--- config.mk ---
export PLATFORM = sky130hd
export DESIGN_NAME = tictactoe_game_fsm
export DESIGN_NICKNAME = d
export VERILOG_FILES = /design/src/rtl/tictactoe_pkg.sv /design/src/rtl/tictactoe_game_fsm_line_checker.sv /design/src/rtl/tictactoe_game_fsm.sv
export SDC_FILE = /design/constraint.sdc
export NUM_CORES = 1
export LEC_CHECK = 0
export ABC_AREA = 1
export CORE_ASPECT_RATIO = 1.1
export CORE_MARGIN = 1.5
export CORE_UTILIZATION = 45
export DETAILED_ROUTE_END_ITERATION = 10
export PLACE_DENSITY = 0.69
export SYNTH_ARGS = -nofsm -noshare
export SYNTH_HDL_FRONTEND = slang
export SYNTH_SLANG_ARGS = --single-unit
--- constraint.sdc ---
create_clock -name clk -period 4.1 [get_ports clk]
set_input_delay 0.82 -clock clk [delete_from_list [all_inputs] [get_ports clk]]
set_output_delay 0.82 -clock clk [all_outputs]
set_load 0.05 [all_outputs]
--- src/rtl/tictactoe_pkg.sv ---
// Shared types, board geometry and cursor arithmetic for the tic-tac-toe sequencer.
package tictactoe_pkg;

  typedef enum logic [1:0] {
    EMPTY  = 2'b00,
    MARK_X = 2'b01,
    MARK_O = 2'b10
  } cell_t;

  localparam logic [1:0] RES_NONE = 2'b00;
  localparam logic [1:0] RES_X    = 2'b01;
  localparam logic [1:0] RES_O    = 2'b10;
  localparam logic [1:0] RES_DRAW = 2'b11;

  typedef enum logic [1:0] {
    ST_PLAY  = 2'd0,
    ST_CHECK = 2'd1,
    ST_DONE  = 2'd2
  } state_t;

  localparam int NUM_LINES = 8;

  // Bit k-1 of each mask is cell k: rows, columns, then the two diagonals.
  localparam logic [NUM_LINES-1:0][8:0] WIN_LINES = {
    9'b001_010_100,
    9'b100_010_001,
    9'b100_100_100,
    9'b010_010_010,
    9'b001_001_001,
    9'b111_000_000,
    9'b000_111_000,
    9'b000_000_111
  };

  localparam logic [15:0] COL_X0 = 16'd0;
  localparam logic [15:0] COL_X1 = 16'd213;
  localparam logic [15:0] COL_X2 = 16'd426;
  localparam logic [15:0] COL_X3 = 16'd640;
  localparam logic [9:0]  ROW_Y0 = 10'd0;
  localparam logic [9:0]  ROW_Y1 = 10'd160;
  localparam logic [9:0]  ROW_Y2 = 10'd320;
  localparam logic [9:0]  ROW_Y3 = 10'd480;

  localparam logic [3:0] CURSOR_HOME = 4'd4;

  // One move per cycle, wrapping inside the current row/column; up > down > left > right.
  function automatic logic [3:0] cursor_move(input logic [3:0] idx, input logic up,
                                             input logic down, input logic left,
                                             input logic right);
    logic [3:0] col;
    logic [3:0] nxt;
    col = idx % 4'd3;
    nxt = idx;
    if (up)         nxt = (idx >= 4'd3) ? idx - 4'd3 : idx + 4'd6;
    else if (down)  nxt = (idx <  4'd6) ? idx + 4'd3 : idx - 4'd6;
    else if (left)  nxt = (col == 4'd0) ? idx + 4'd2 : idx - 4'd1;
    else if (right) nxt = (col == 4'd2) ? idx - 4'd2 : idx + 4'd1;
    return nxt;
  endfunction

endpackage

--- src/rtl/tictactoe_game_fsm_line_checker.sv ---
// Combinational evaluation of the eight winning lines and board fullness.
module tictactoe_line_checker
  import tictactoe_pkg::*;
(
  input  logic [17:0] board_i,
  output logic        x_win_o,
  output logic        o_win_o,
  output logic [8:0]  win_mask_o,
  output logic        full_o
);

  logic [8:0]           is_x;
  logic [8:0]           is_o;
  logic [NUM_LINES-1:0] line_x;
  logic [NUM_LINES-1:0] line_o;

  genvar gi;
  for (gi = 0; gi < 9; gi++) begin : g_cell
    assign is_x[gi] = (board_i[2*gi +: 2] == MARK_X);
    assign is_o[gi] = (board_i[2*gi +: 2] == MARK_O);
  end

  // A line is won when every cell outside its mask is a don't-care and every cell inside matches.
  for (gi = 0; gi < NUM_LINES; gi++) begin : g_line
    assign line_x[gi] = &(is_x | ~WIN_LINES[gi]);
    assign line_o[gi] = &(is_o | ~WIN_LINES[gi]);
  end

  always_comb begin
    win_mask_o = '0;
    for (int i = 0; i < NUM_LINES; i++) begin
      if (line_x[i] || line_o[i]) win_mask_o = win_mask_o | WIN_LINES[i];
    end
  end

  assign x_win_o = |line_x;
  assign o_win_o = |line_o;
  assign full_o  = &(is_x | is_o);

endmodule

--- src/rtl/tictactoe_game_fsm.sv ---
// Tic-tac-toe game sequencer: cursor, mark placement, turn timer, win/draw detection.
module tictactoe_game_fsm
  import tictactoe_pkg::*;
#(
  parameter int TURN_TICKS = 250_000_000,
  parameter int TIMER_W    = 28
) (
  input  logic        clk,
  input  logic        rst,
  input  logic        btn_up,
  input  logic        btn_down,
  input  logic        btn_left,
  input  logic        btn_right,
  input  logic        btn_sel,
  output logic [17:0] board,
  output logic [1:0]  turn,
  output logic [1:0]  who,
  output logic [8:0]  winner_play,
  output logic [15:0] selected_square_startX,
  output logic [15:0] selected_square_endX,
  output logic [9:0]  selected_square_startY,
  output logic [9:0]  selected_square_endY,
  output logic        timeout
);

  localparam logic [TIMER_W-1:0] TIMER_LAST = TIMER_W'(TURN_TICKS - 1);

  state_t             state_q, state_d;
  logic [17:0]        board_q, board_d;
  logic [1:0]         turn_q, turn_d;
  logic [1:0]         who_q, who_d;
  logic [8:0]         win_q, win_d;
  logic [3:0]         cursor_q, cursor_d;
  logic [TIMER_W-1:0] timer_q, timer_d;
  logic               timeout_q, timeout_d;
  logic [15:0]        sx_q, sx_d, ex_q, ex_d;
  logic [9:0]         sy_q, sy_d, ey_q, ey_d;

  logic       x_win, o_win, full;
  logic [8:0] win_mask;
  logic [1:0] cur_cell;
  logic       sel_valid;
  logic [1:0] other_turn;

  tictactoe_line_checker u_checker (
    .board_i    (board_q),
    .x_win_o    (x_win),
    .o_win_o    (o_win),
    .win_mask_o (win_mask),
    .full_o     (full)
  );

  assign cur_cell   = board_q[{cursor_q, 1'b0} +: 2];
  assign sel_valid  = btn_sel && (state_q == ST_PLAY) && (cur_cell == EMPTY);
  assign other_turn = (turn_q == MARK_X) ? MARK_O : MARK_X;

  always_ff @(posedge clk or negedge rst) begin
    if (!rst) begin
      state_q   <= ST_PLAY;
      board_q   <= '0;
      turn_q    <= MARK_X;
      who_q     <= RES_NONE;
      win_q     <= '0;
      cursor_q  <= CURSOR_HOME;
      timer_q   <= '0;
      timeout_q <= 1'b0;
      sx_q      <= COL_X1;
      ex_q      <= COL_X2;
      sy_q      <= ROW_Y1;
      ey_q      <= ROW_Y2;
    end else begin
      state_q   <= state_d;
      board_q   <= board_d;
      turn_q    <= turn_d;
      who_q     <= who_d;
      win_q     <= win_d;
      cursor_q  <= cursor_d;
      timer_q   <= timer_d;
      timeout_q <= timeout_d;
      sx_q      <= sx_d;
      ex_q      <= ex_d;
      sy_q      <= sy_d;
      ey_q      <= ey_d;
    end
  end

  always_comb begin
    state_d = state_q;
    unique case (state_q)
      ST_PLAY:  if (sel_valid) state_d = ST_CHECK;
      ST_CHECK: state_d = (x_win || o_win || full) ? ST_DONE : ST_PLAY;
      ST_DONE:  if (btn_sel) state_d = ST_PLAY;
      default:  state_d = ST_PLAY;
    endcase
  end

  always_comb begin
    board_d   = board_q;
    turn_d    = turn_q;
    who_d     = who_q;
    win_d     = win_q;
    cursor_d  = cursor_q;
    timer_d   = timer_q;
    timeout_d = 1'b0;
    unique case (state_q)
      ST_PLAY: begin
        // A valid placement in the final tick beats the forfeit.
        if (sel_valid) begin
          board_d[{cursor_q, 1'b0} +: 2] = turn_q;
          timer_d = '0;
        end else if (timer_q == TIMER_LAST) begin
          turn_d    = other_turn;
          timer_d   = '0;
          timeout_d = 1'b1;
        end else begin
          timer_d = timer_q + 1'b1;
        end
        if (!btn_sel) cursor_d = cursor_move(cursor_q, btn_up, btn_down, btn_left, btn_right);
      end
      ST_CHECK: begin
        if (x_win) begin
          who_d = RES_X;
          win_d = win_mask;
        end else if (o_win) begin
          who_d = RES_O;
          win_d = win_mask;
        end else if (full) begin
          who_d = RES_DRAW;
          win_d = '0;
        end else begin
          turn_d = other_turn;
        end
      end
      ST_DONE: begin
        timer_d = '0;
        if (btn_sel) begin
          board_d  = '0;
          who_d    = RES_NONE;
          win_d    = '0;
          turn_d   = MARK_X;
          cursor_d = CURSOR_HOME;
        end else begin
          cursor_d = cursor_move(cursor_q, btn_up, btn_down, btn_left, btn_right);
        end
      end
      default: ;
    endcase
  end

  always_comb begin
    unique case (cursor_q % 4'd3)
      4'd0:    begin sx_d = COL_X0; ex_d = COL_X1; end
      4'd1:    begin sx_d = COL_X1; ex_d = COL_X2; end
      default: begin sx_d = COL_X2; ex_d = COL_X3; end
    endcase
    unique case (cursor_q / 4'd3)
      4'd0:    begin sy_d = ROW_Y0; ey_d = ROW_Y1; end
      4'd1:    begin sy_d = ROW_Y1; ey_d = ROW_Y2; end
      default: begin sy_d = ROW_Y2; ey_d = ROW_Y3; end
    endcase
  end

  assign board                  = board_q;
  assign turn                   = turn_q;
  assign who                    = who_q;
  assign winner_play            = win_q;
  assign timeout                = timeout_q;
  assign selected_square_startX = sx_q;
  assign selected_square_endX   = ex_q;
  assign selected_square_startY = sy_q;
  assign selected_square_endY   = ey_q;

endmodule

# --- Word-level counts from Yosys, hierarchy flattened ---
# Cells that the tools add are included.
# Widths: inputs -> output; s select.
totals:
  latchBits: 0
  ramBits: 0
  memories: 0
  word_cells: 161
  ff_bits: 118
  out_inout_bits: 84
  inputBits: 7
  rom_bits: 0
op_classes:
  mux: 54
  n_lt_le_gt_ge: 2
  n_eq_ne: 34
  n_addsub: 10
  div_mod_pow: 2
  bitwise_logic: 1
  n_shift: 3
  multipliers: 0
  reduce_logical: 43
op_table:
  columns: ["op", "count"]
  rows:
  - ["$pmux 9 s2", 4]
  - ["$mux 9", 7]
  - ["$mux 28", 2]
  - ["$pmux 28 s2", 1]
  - ["$reduce_and 3->1", 18]
  - ["$mux 4", 10]
  - ["$mux 18", 2]
  - ["$pmux 18 s2", 1]
  - ["$add 28x1->28 const B", 1]
  - ["$eq 28x28->1 const B", 1]
  - ["$mux 2", 13]
  - ["$eq 2x1->1 const B", 11]
  - ["$eq 2x2->1 const B", 10]
  - ["$pmux 10 s2", 1]
  - ["$bwmux 18", 1]
  - ["$shift 2x7->18 const A", 1]
  - ["$shiftx 18x6->2", 1]
  - ["$shiftx 2x7->18", 1]
  - ["$reduce_or 8->1", 2]
  - ["$mux 7", 2]
  - ["$ne 2x2->1 const B", 7]
  - ["$pmux 2 s3", 2]
  - ["$logic_or 1x1->1", 10]
  - ["$or 9x9->9", 1]
  - ["29 further kinds", 39]

# --- Logic depth before layout (Yosys ltp) ---
# Gate-level depths: netlist (run 1).
logic_depth:
  word_depth: 14
  depth_mapped: 26
  depth_no_buf: 26

# --- By module ---
# Synthesis (run 1) repeated with hierarchy kept, for this count alone.
hier_totals:
  cells_unflattened: 758
  area_unflattened_um2: 5609.1
modules_own_cells:
  columns: ["module", "area_each_um2", "instances", "cells_each", "seq_area_each_um2"]
  rows:
  - ["tictactoe_game_fsm", 5052.3, 1, 659, 1859.3]
  - ["tictactoe_line_checker", 556.8, 1, 99, 0.0]

# --- Worst setup path before layout (run 1) ---
# Ideal clock, no wire load.
synth_path:
  path_kind: "register to register"
  from: "register cursor_q[0]"
  to: "register cursor_q[0]"
  arrival_time_ns: 2.792
  setup_ns: 0.124
  slack_ns: 1.184
  path_buffers: 3
  t_required_ns: 3.976
  synth_period_minus_slack_ns: 2.916
  path_stages_with_launch: 26
  cell_sequence: "dfrtp_1 > buf_4 > inv_1 > buf_2 > buf_2 > ha_1 > nand3_2 > nand2_2 > nand2_1 > nand2_1 > inv_1 > ha_1 > inv_1 > nand2_2 > o21bai_2 > nand2_2 > nor2_4 > nand2_4 > nand2_1 > nand3_1 > nand2_1 > nand2_1 > nand2_1 > nand2_1 > nand2_1 > o21ai_1"
synth_via:
  elab_chain_len: 9
  elab_cells_between_ends: 24
  classes_between: "add/sub (8); div (1); order compare (2); eq/ne (1); mux (11); reduce/logical (1)"
synth_lines:
  columns: ["item", "line_no", "text"]
  rows:
  - ["start: declaration", "tictactoe_game_fsm.sv:33", "logic [3:0] cursor_q, cursor_d;"]
  - ["start signal: assignment", "tictactoe_game_fsm.sv:77", "cursor_q <= cursor_d;"]
  - ["$mod 4x2->4", "tictactoe_pkg.sv:52", "col = idx % 4'd3;"]
  - ["$eq 4x2->1", "tictactoe_pkg.sv:57", "else if (right) nxt = (col == 4'd2) ? idx - 4'd2 : idx + 4'd1;"]
  - ["$mux 4 (2 in a row)", "tictactoe_pkg.sv:57", null]
  - ["$mux 4", "tictactoe_pkg.sv:56", "else if (left) nxt = (col == 4'd0) ? idx + 4'd2 : idx - 4'd1;"]
  - ["$mux 4", "tictactoe_pkg.sv:55", "else if (down) nxt = (idx < 4'd6) ? idx + 4'd3 : idx - 4'd6;"]
  - ["$mux 4 *", "tictactoe_pkg.sv:54", "if (up) nxt = (idx >= 4'd3) ? idx - 4'd3 : idx + 4'd6;"]
  - ["$mux 4 (on tied branches)", "tictactoe_game_fsm.sv:136, tictactoe_game_fsm.sv:118", null]
  - ["$pmux 4 s2 *", "tictactoe_game_fsm.sv:105", "unique case (state_q)"]
# Mark *: on every way between the ends. The rest lies on a longest branch, timed or not. The select of a mux whose other input is x is not followed.
# A chain may end at the register's enable or synchronous reset.

# --- Worst setup path after layout (run 1) ---
layout_path:
  from: "register cursor_q[3]"
  to: "register cursor_q[1]"
# The elaborated chain is that of the path after synthesis.

==> impl_metrics.json, run 1 <==
{
  "ys_async_sr_fraction_pct": 100,
  "drive_above_1_share_pct": 9.90,
  "min_period_ps": 3390,
  "fill_cells": 1186,
  "r2r_slack_ps": 710,
  "htreeDepth": 3,
  "place_hpwl_um": 11500,
  "clock_sinks": 74,
  "status": "finished, final reports clean",
  "cts_root_buf": "clkbuf_16",
  "period_share_pct": 82.6,
  "setup-tns-final_ps": 0,
  "cts_hold_buffers": 0,
  "remaining_drc_errors": 0,
  "dieArea_um2": 13200,
  "synth_warnings": 0,
  "fin_skew_ps": 9.81,
  "grt_first_pass_wirelength_um": 24600,
  "overflow": 0,
  "cp_data_required_time_ps": 4340,
  "rsz0062_at_grt": "false",
  "cap_viol_max_count": 0,
  "diodes": 0,
  "p_leak_nw": 2.94,
  "gp_congestion": 0.903,
  "placed_area_um2": 6200,
  "num_rows": 42,
  "powerDensity_nw_per_um2": 957,
  "syn_area_um2": 5650,
  "synthFlopType": "dfrtp_1",
  "numCtsBuffers": 9,
  "area_delta_synth_final_pct": 15.1,
  "finalNetCount": 826,
  "synth.most_common_cell": "nand2_1",
  "die_w_um": 110,
  "grt_antenna_before_repair": 0,
  "routed_wl_um": 15200,
  "first_global_vias": 5042,
  "die_h_um": 121,
  "whs_endpoint": "winner_play[1]$_DFFE_PN0P_",
  "vias": 5144,
  "ant_nets": 0,
  "coreArea_um2": 12100,
  "synth.area.top_cells": "dfrtp_1, nand2_1, ha_1",
  "ir_drop_uv": 691,
  "min_path_cells": 1,
  "met3_usage_pct": 4.74,
  "slew_headroom_pct": 36.8,
  "finalHoldViolations": 0,
  "path_max_fanout": 13,
  "vias_per_cell": 5.46,
  "clockBufferDepth": 2,
  "portBuffers": 64,
  "worstMarginPinSlew_ps": 948,
  "grt_start_max_net_pins": 75,
  "drv_slew": 0,
  "ys_types": 51,
  "top_usage_layer": "met2",
  "use_met2_pct": 40.8,
  "crit_arrival_ps": 3630,
  "initial_core_util_pct": 46.5,
  "io_pins": 91,
  "finalSetupViolCount": 0,
  "yosysTopAreaCell": "dfrtp_1",
  "path_class": "reg2reg",
  "yosys-top-cells-count": "nand2_1, inv_1, dfrtp_1",
  "cts_tree": "built",
  "holdWs_ps": 492,
  "ys_ff_latch": 74,
  "max_freq_mhz": 295,
  "end_kind": "register",
  "drtIter0Drc": 353,
  "synth_top_area_share_pct": 30.1,
  "design_area_um2": 6500,
  "hp-start": "winner_play[1]$_DFFE_PN0P_",
  "use_met1_pct": 30.6,
  "hold_class": "reg2reg",
  "clk_latency_ps": 350,
  "postCtsSetupBuffers": 0,
  "rr_worst_depth": 26,
  "synth_area_per_cell_um2": 7.65,
  "synth-seq-area-share_pct": 32.9,
  "post_cts_resize_count": 0,
  "start_kind": "register",
  "syn_inst": 739,
  "wl_per_cell_um": 16.1,
  "detail_route.first_pass.iterations": 5,
  "r2r_start": "cursor_q[3]$_DFFE_PN0P_",
  "track_usage_pct": 24.1,
  "path_clk_slew_ps": 60,
  "r2r_end": "cursor_q[1]$_DFFE_PN0P_",
  "synth_edf_count": 0,
  "post-route-util_pct": 53.6
}
worst max-delay path, stage by stage (launching register included):
cell and delay [ps]:
dfrtp_1 670, inv_2 140, nand2_1 110, inv_1 80
ha_1 200, inv_1 80, ha_1 240, nand2_2 110
nand2_1 80, nand2_1 80, inv_1 70, ha_1 190
inv_1 70, nand2_2 120, inv_1 60, nand3_1 120
nand2_2 110, nor2_4 160, nand2_2 90, nand2_1 70
nand3_1 60, nand2_1 80, nand2_1 50, nand2_1 50
nand2_1 50, nand3_1 70, nand2_1 50
report_power, final:
part           internal, mW  total (mW)  switching, mW
clock                 0.501       0.821          0.320
sequential             1.04        1.37          0.335
combinational          1.24        4.03           2.79
total                  2.78        6.22           3.45
cell type report:
cell class                      count  area, um2  area share (%)
Clock buffer                       11        253            3.89
Clock inverter                      5       52.6           0.808
Inverter                           99        373            5.74
Multi-Input combinational cell    531       3100            47.7
Sequential cell                    74       1860            28.6
Tap cell                          154        193            2.96
Timing Repair Buffer               68        668            10.3
metal layers:
metal | vias to the layer above | wire length (um)
met5 | - | 0
met4 | 0 | 275
met3 | 28 | 914
met2 | 188 | 7430
met1 | 2427 | 6580
li1 | 2501 | -
logic make-up after synthesis:
kind of cell	share of synthesized area, %
AND/OR/NAND/NOR	28.0
multiplexers	0.376
buffers and inverters	13.8
AO/OA/AOI/OAI	13.9
adder cells (fa/ha/maj)	7.97
other	0.133
XOR/XNOR	2.95
flip-flops	32.9
registers in the layout, summed over array words and instances (netlist names):
signal                  flops
state_q                     2
selected_square_startX      3
who                         2
cursor_q                    4
selected_square_endX        1
timeout                     1
turn                        2
board                      18
selected_square_startY      2
winner_play                 9
timer_q                    28
selected_square_endY        2
per-stage QoR:
stage               power, mW  setup slack (ps)  std cells
floorplan                4.34              1180        763
global placement         5.32               863        926
detailed placement       5.38               743        926
CTS                      6.23               718        942
global route             6.68               332        942
finish                   6.22               714        942
worst max-delay path by stage:
| stage | start | to | slack (ps) | cells after the start |
|---|---|---|---|---|
| finish | cursor_q[3]$_DFFE_PN0P_ | cursor_q[1]$_DFFE_PN0P_ | 710 | 26 |
| global route | cursor_q[3]$_DFFE_PN0P_ | cursor_q[0]$_DFFE_PN0P_ | 330 | 26 |
| CTS | cursor_q[3]$_DFFE_PN0P_ | cursor_q[0]$_DFFE_PN0P_ | 720 | 26 |
| detailed placement | cursor_q[3]$_DFFE_PN0P_ | cursor_q[0]$_DFFE_PN0P_ | 740 | 26 |
| global placement | cursor_q[3]$_DFFE_PN0P_ | cursor_q[0]$_DFFE_PN0P_ | 860 | 26 |
| floorplan | cursor_q[0]$_DFFE_PN0P_ | cursor_q[0]$_DFFE_PN0P_ | 1180 | 25 |
cells in the final DEF (no fill, tap or decap), types with 10 or more instances in the layout:
master / instances
conb_1: 26
nor2_1: 40
dfrtp_1: 68
o22ai_1: 10
xor2_1: 16
ha_1: 36
nand4_1: 24
clkdlybuf4s50_1: 63
o21ai_1: 19
a21oi_1: 21
nor4_1: 14
nand2_1: 125
nor3_1: 17
inv_1: 93
nand2_2: 12
o21ai_0: 40
nand3_1: 59
Power figures use the tool's default switching activity.
==> run 2: changes to the inputs <==
Clock period 4.1 ns to 3.2 ns, I/O delays scaled along.
==> run 2 against run 1 <==
  * Register-to-register slack worse by 470 ps
  * Count of clock-buffer cells in the layout is 1 lower
  * Sequential power is 24% higher
  * Wire length is 3.3% lower
  * Sequential share of layout area fell by 0.16 points
  * Non-clock buffer count grew 5
  * Global-route usage down 0.67 points
  * Critical path depth decreased by 2
  * Die area is the same
  * Fmax grew 15%
  * Final cell count increased by 0.53%
==> impl_metrics.json, run 2 (synthesis gave the netlist of run 1 again) <==
{
  "status": "finished, final reports clean",
  "track_usage_pct": 23.4,
  "htreeDepth": 3,
  "wl_per_cell_um": 15.5,
  "end_kind": "register",
  "final_cell_mix": "nand2_1, inv_1, dfrtp_1",
  "die_w_um": 110,
  "finalSetupViolCount": 0,
  "place_hpwl_um": 11200,
  "gp_congestion": 0.932,
  "numCtsBuffers": 9,
  "postCtsSetupBuffers": 0,
  "drive_above_1_share_pct": 10.8,
  "die_h_um": 121,
  "detail_route.first_pass.iterations": 5,
  "largest_register_ff_count": 28,
  "coreArea_um2": 12100,
  "vias": 5147,
  "min_period_ps": 2950,
  "post-route-util_pct": 53.9,
  "num_rows": 42,
  "multiInputGateArea_um2": 3120,
  "diodes": 0,
  "start_kind": "register",
  "path_max_fanout": 7,
  "max_freq_mhz": 339,
  "finalHoldViolations": 0,
  "cp_data_required_time_ps": 3420,
  "io_pins": 91,
  "portBuffers": 64,
  "p_leak_nw": 2.95,
  "layout_commonest_cell": "nand2_1",
  "cts_root_buf": "clkbuf_16",
  "clockBufferDepth": 2,
  "finalNetCount": 831,
  "vias_per_cell": 5.44,
  "worstMarginPinSlew_ps": 962,
  "cts_tree": "built",
  "routed_wl_um": 14700,
  "hold_class": "in2async",
  "crit_arrival_ps": 3170,
  "period_share_pct": 92.3,
  "regArea_um2": 1860,
  "place_ws_ps": 161,
  "grt_first_pass_wirelength_um": 24100,
  "top_register": "timer_q",
  "first_global_vias": 5000,
  "dieArea_um2": 13200,
  "ir_drop_uv": 715,
  "worst_slack_ps": 247,
  "ant_nets": 0,
  "setup-tns-final_ps": 0,
  "drtIter0Drc": 385,
  "rsz0062_at_grt": "false",
  "fin_skew_ps": 9.96,
  "path_class": "reg2reg",
  "fill_cells": 1146,
  "initial_core_util_pct": 46.5,
  "holdWs_ps": 446,
  "slew_headroom_pct": 35.8,
  "clk_latency_ps": 350,
  "path_clk_slew_ps": 60,
  "overflow": 0,
  "area_delta_synth_final_pct": 15.7,
  "grt_antenna_before_repair": 0,
  "cap_viol_max_count": 0,
  "remaining_drc_errors": 0,
  "clock_sinks": 74,
  "total_power_mw": 7.94,
  "drv_slew": 0,
  "grt_start_max_net_pins": 75,
  "powerDensity_nw_per_um2": 1220
}
-- run 2: changes by cell type in the layout (fill, tap and decap cells not counted) --
cell,before,now
buf_4,5,10
ha_1,36,33
clkbuf_8,2,0
ha_2,0,2
clkbuf_1,0,1
clkinv_2,4,5
ha_4,0,1
inv_1,93,92
inv_2,5,6
-- run 2: through the flow --
step,area [um2],instances
3_5_place_dp,6230,931
4_1_cts,6520,947
2_1_floorplan,5740,763
6_report,6540,947
5_1_grt,6540,947
3_3_place_gp,6230,931
-- run 2: layer usage --
metal	up-vias	routed length, um	track usage (%)
met5	-	0	0
met4	0	384	10.7
met3	30	723	3.94
met2	166	7130	39.4
met1	2447	6460	29.0
li1	2504	-	-
-- run 2: worst paths after layout --
kind                                       startpoint                          to  slack, ps  cells past startpoint
min in group clk           winner_play[5]$_DFFE_PN0P_  winner_play[5]$_DFFE_PN0P_        490                      1
setup reg to reg              cursor_q[2]$_DFFE_PN1P_     cursor_q[0]$_DFFE_PN0P_        250                     24
setup / recovery              cursor_q[2]$_DFFE_PN1P_     cursor_q[0]$_DFFE_PN0P_        250                     24
hold / removal                                    rst       board[17]$_DFFE_PN0P_        450                      1
hold reg to reg            winner_play[5]$_DFFE_PN0P_  winner_play[5]$_DFFE_PN0P_        490                      1
max in group asynchronous                         rst     timer_q[19]$_DFFE_PN0P_       2130                      1
-- run 2: cell type report --
class	instances	share of cell area (%)
Inverter	99	5.70
Clock inverter	6	0.880
Timing Repair Buffer	73	10.8
Sequential cell	74	28.4
Tap cell	154	2.95
Clock buffer	10	3.50
Multi-Input combinational cell	531	47.7
-- run 2: power breakdown --
group | switching, mW | internal (mW)
clock | 0.405 | 0.598
combinational | 3.60 | 1.64
sequential | 0.368 | 1.33
total | 4.37 | 3.57
-- run 2: critical path: stages, from the launching register on --
cell	delay (ps)
dfstp_2	520
nand2_1	70
inv_2	90
ha_2	190
inv_1	70
ha_4	180
nand2_2	90
nand2_1	70
nand2_1	80
inv_1	60
ha_2	190
inv_1	70
nand2_2	90
o21bai_2	180
nand2_2	110
nor2_4	140
nand2_4	80
nand2_1	70
nand3_1	80
nand2_1	110
nand2_1	60
nand2_1	50
nand2_1	50
nand2_1	50
o21ai_1	60
-- run 2: what timing repair did --
action	CTS	global route
gates resized for setup	0	5
hold buffers	0	0
endpoints found under the setup margin	0	4
==> run 3: changes to the inputs <==
Settings changed: CORE_UTILIZATION 45 to 25, PLACE_DENSITY 0.69 to unset.
==> run 3 against run 2 <==
  * Critical path depth stayed put
  * Hold slack gained 8.5 ps
  * Via count is 2.2% lower
  * Utilization fell by 23 points
  * Clock power hardly changed
  * First-iteration DRC count is 13% lower
  * Sequential share of layout area down 0.87 points
  * Global-route usage decreased by 10 points
  * Flip-flop and latch count unchanged
  * Non-clock buffer count up 4
  * Critical endpoint unchanged
  * Largest cell class unchanged
==> impl_metrics.json, run 3 (synthesis gave the netlist of run 1 again) <==
{
  "track_usage_pct": 13.1,
  "min_period_ps": 2930,
  "period_share_pct": 91.4,
  "overflow": 0,
  "cp-endpoint": "cursor_q[0]$_DFFE_PN0P_",
  "drv_slew": 0,
  "powerDensity_nw_per_um2": 1190,
  "cts_hold_buffers": 0,
  "largest_register_ff_count": 28,
  "drive_above_1_share_pct": 10.8,
  "slew_headroom_pct": 34.4,
  "drtIter0Drc": 336,
  "path_class": "reg2reg",
  "holdWs_ps": 455,
  "r2r_start": "cursor_q[2]$_DFFE_PN1P_",
  "io_pins": 91,
  "r2r_end": "cursor_q[0]$_DFFE_PN0P_",
  "max_freq_mhz": 342,
  "diodes": 0,
  "numCtsBuffers": 9,
  "grt_antenna_before_repair": 0,
  "top_register": "timer_q",
  "placed_area_um2": 6440,
  "grt_first_pass_wirelength_um": 24600,
  "routed_wl_um": 15000,
  "start_kind": "register",
  "cp-startpoint": "cursor_q[2]$_DFFE_PN1P_",
  "max_stage_delay_ps": 530,
  "coreArea_um2": 22100,
  "place_hpwl_um": 11300,
  "path_clk_slew_ps": 70,
  "vias": 5034,
  "area_delta_synth_final_pct": 19.3,
  "fin_skew_ps": 13.4,
  "clockBufferDepth": 2,
  "cpMaxStageDelayCell": "dfstp_2",
  "dieArea_um2": 23500,
  "place_inst": 1076,
  "end_kind": "register",
  "die_w_um": 146,
  "post_cts_resize_count": 0,
  "p_leak_nw": 2.97,
  "hold_class": "in2async",
  "wl_per_cell_um": 13.8,
  "remaining_drc_errors": 0,
  "fin_cells": 1090,
  "r2r_slack_ps": 270,
  "design_area_um2": 6740,
  "finalNetCount": 835,
  "finalSetupViolCount": 0,
  "portBuffers": 64,
  "cts_root_buf": "clkbuf_16",
  "cap_viol_max_count": 0,
  "ant_nets": 0,
  "total_power_mw": 8.00,
  "rr_worst_depth": 24,
  "die_h_um": 161,
  "detail_route.first_pass.iterations": 6,
  "ir_drop_uv": 329,
  "clk_latency_ps": 350,
  "vias_per_cell": 4.62,
  "postCtsSetupBuffers": 0,
  "status": "finished, final reports clean",
  "num_rows": 57,
  "first_global_vias": 4788,
  "cts_tree": "built",
  "initial_core_util_pct": 25.6,
  "path_max_fanout": 9,
  "post-route-util_pct": 30.5,
  "htreeDepth": 3,
  "crit_arrival_ps": 3150,
  "final_cell_mix": "nand2_1, inv_1, dfrtp_1",
  "worstMarginPinSlew_ps": 984,
  "finalHoldViolations": 0,
  "clock_sinks": 74,
  "cp_data_required_time_ps": 3430,
  "path_cells": "buf_4 -> inv_2 -> nand2_2 -> ha_4 -> nand2_2 -> nand2_1 -> nand2_1 -> inv_1 -> ha_1 -> inv_1 -> nand2_2 -> inv_1 -> nand3_1 -> nand2_2 -> nor2_4 -> nand2_4 -> nand2_1 -> nand3_1 -> nand2_1 -> nand2_1 -> nand2_1 -> nand2_1 -> nand2_1 -> o21ai_1",
  "gp_congestion": 0.877,
  "crit_top_cell": "nand2_1",
  "grt_start_max_net_pins": 75,
  "layout_commonest_cell": "nand2_1"
}
[run 3: cell count changes in the layout (fill, tap and decap cells not counted), sizes merged]
cell      before  now
clkinvlp       1    0
clkbuf        10    9
buf           10   14
[run 3: stage by stage]
stage | worst slack, ps | TNS (ps)
detailed placement | 231 | 0
global route | -2.79 | -2.79
global placement | 299 | 0
CTS | 210 | 0
finish | 275 | 0
floorplan | 284 | 0
[run 3: power by group]
part           total, mW  internal (mW)  switching [mW]
sequential          1.69           1.33           0.366
combinational       5.28           1.67            3.61
clock               1.02          0.596           0.429
total               8.00           3.59            4.41
[run 3: layer usage]
metal / track usage [%] / vias up / part of all wire, %
met3: 2.50 / 18 / 4.0
met2: 21.3 / 131 / 46
met4: 4.45 / 0 / 1.7
li1: - / 2517 / -
met5: 0 / - / 0
met1: 17.3 / 2368 / 48
[run 3: final cells by class]
| class | count | area (um2) |
|---|---|---|
| Clock buffer | 9 | 225 |
| Clock inverter | 5 | 57.6 |
| Fill cell | 2406 | 15400 |
| Inverter | 99 | 373 |
| Multi-Input combinational cell | 531 | 3120 |
| Sequential cell | 74 | 1860 |
| Tap cell | 295 | 369 |
| Timing Repair Buffer | 77 | 736 |
[run 3: worst max-delay path, delay by kind of cell, from the launching register on]
kind / cells / cell delay, ps
and+or+nand+nor: 16 / 1410
DFF: 1 / 530
buffers and inverters: 5 / 450
adders and majority gates: 2 / 390
AOI/OAI and AO/OA: 1 / 60
[run 3: how the worst min path moves through the flow]
stage / startpoint / endpoint / slack, ps / cells past startpoint
6_report: rst / winner_play[5]$_DFFE_PN0P_ / 450 / 1
5_1_grt: winner_play[5]$_DFFE_PN0P_ / winner_play[5]$_DFFE_PN0P_ / 500 / 1
4_1_cts: winner_play[1]$_DFFE_PN0P_ / winner_play[1]$_DFFE_PN0P_ / 500 / 1
3_5_place_dp: winner_play[1]$_DFFE_PN0P_ / winner_play[1]$_DFFE_PN0P_ / 480 / 1
3_3_place_gp: winner_play[3]$_DFFE_PN0P_ / winner_play[3]$_DFFE_PN0P_ / 480 / 1
2_1_floorplan: rst / board[0]$_DFFE_PN0P_ / 340 / 0
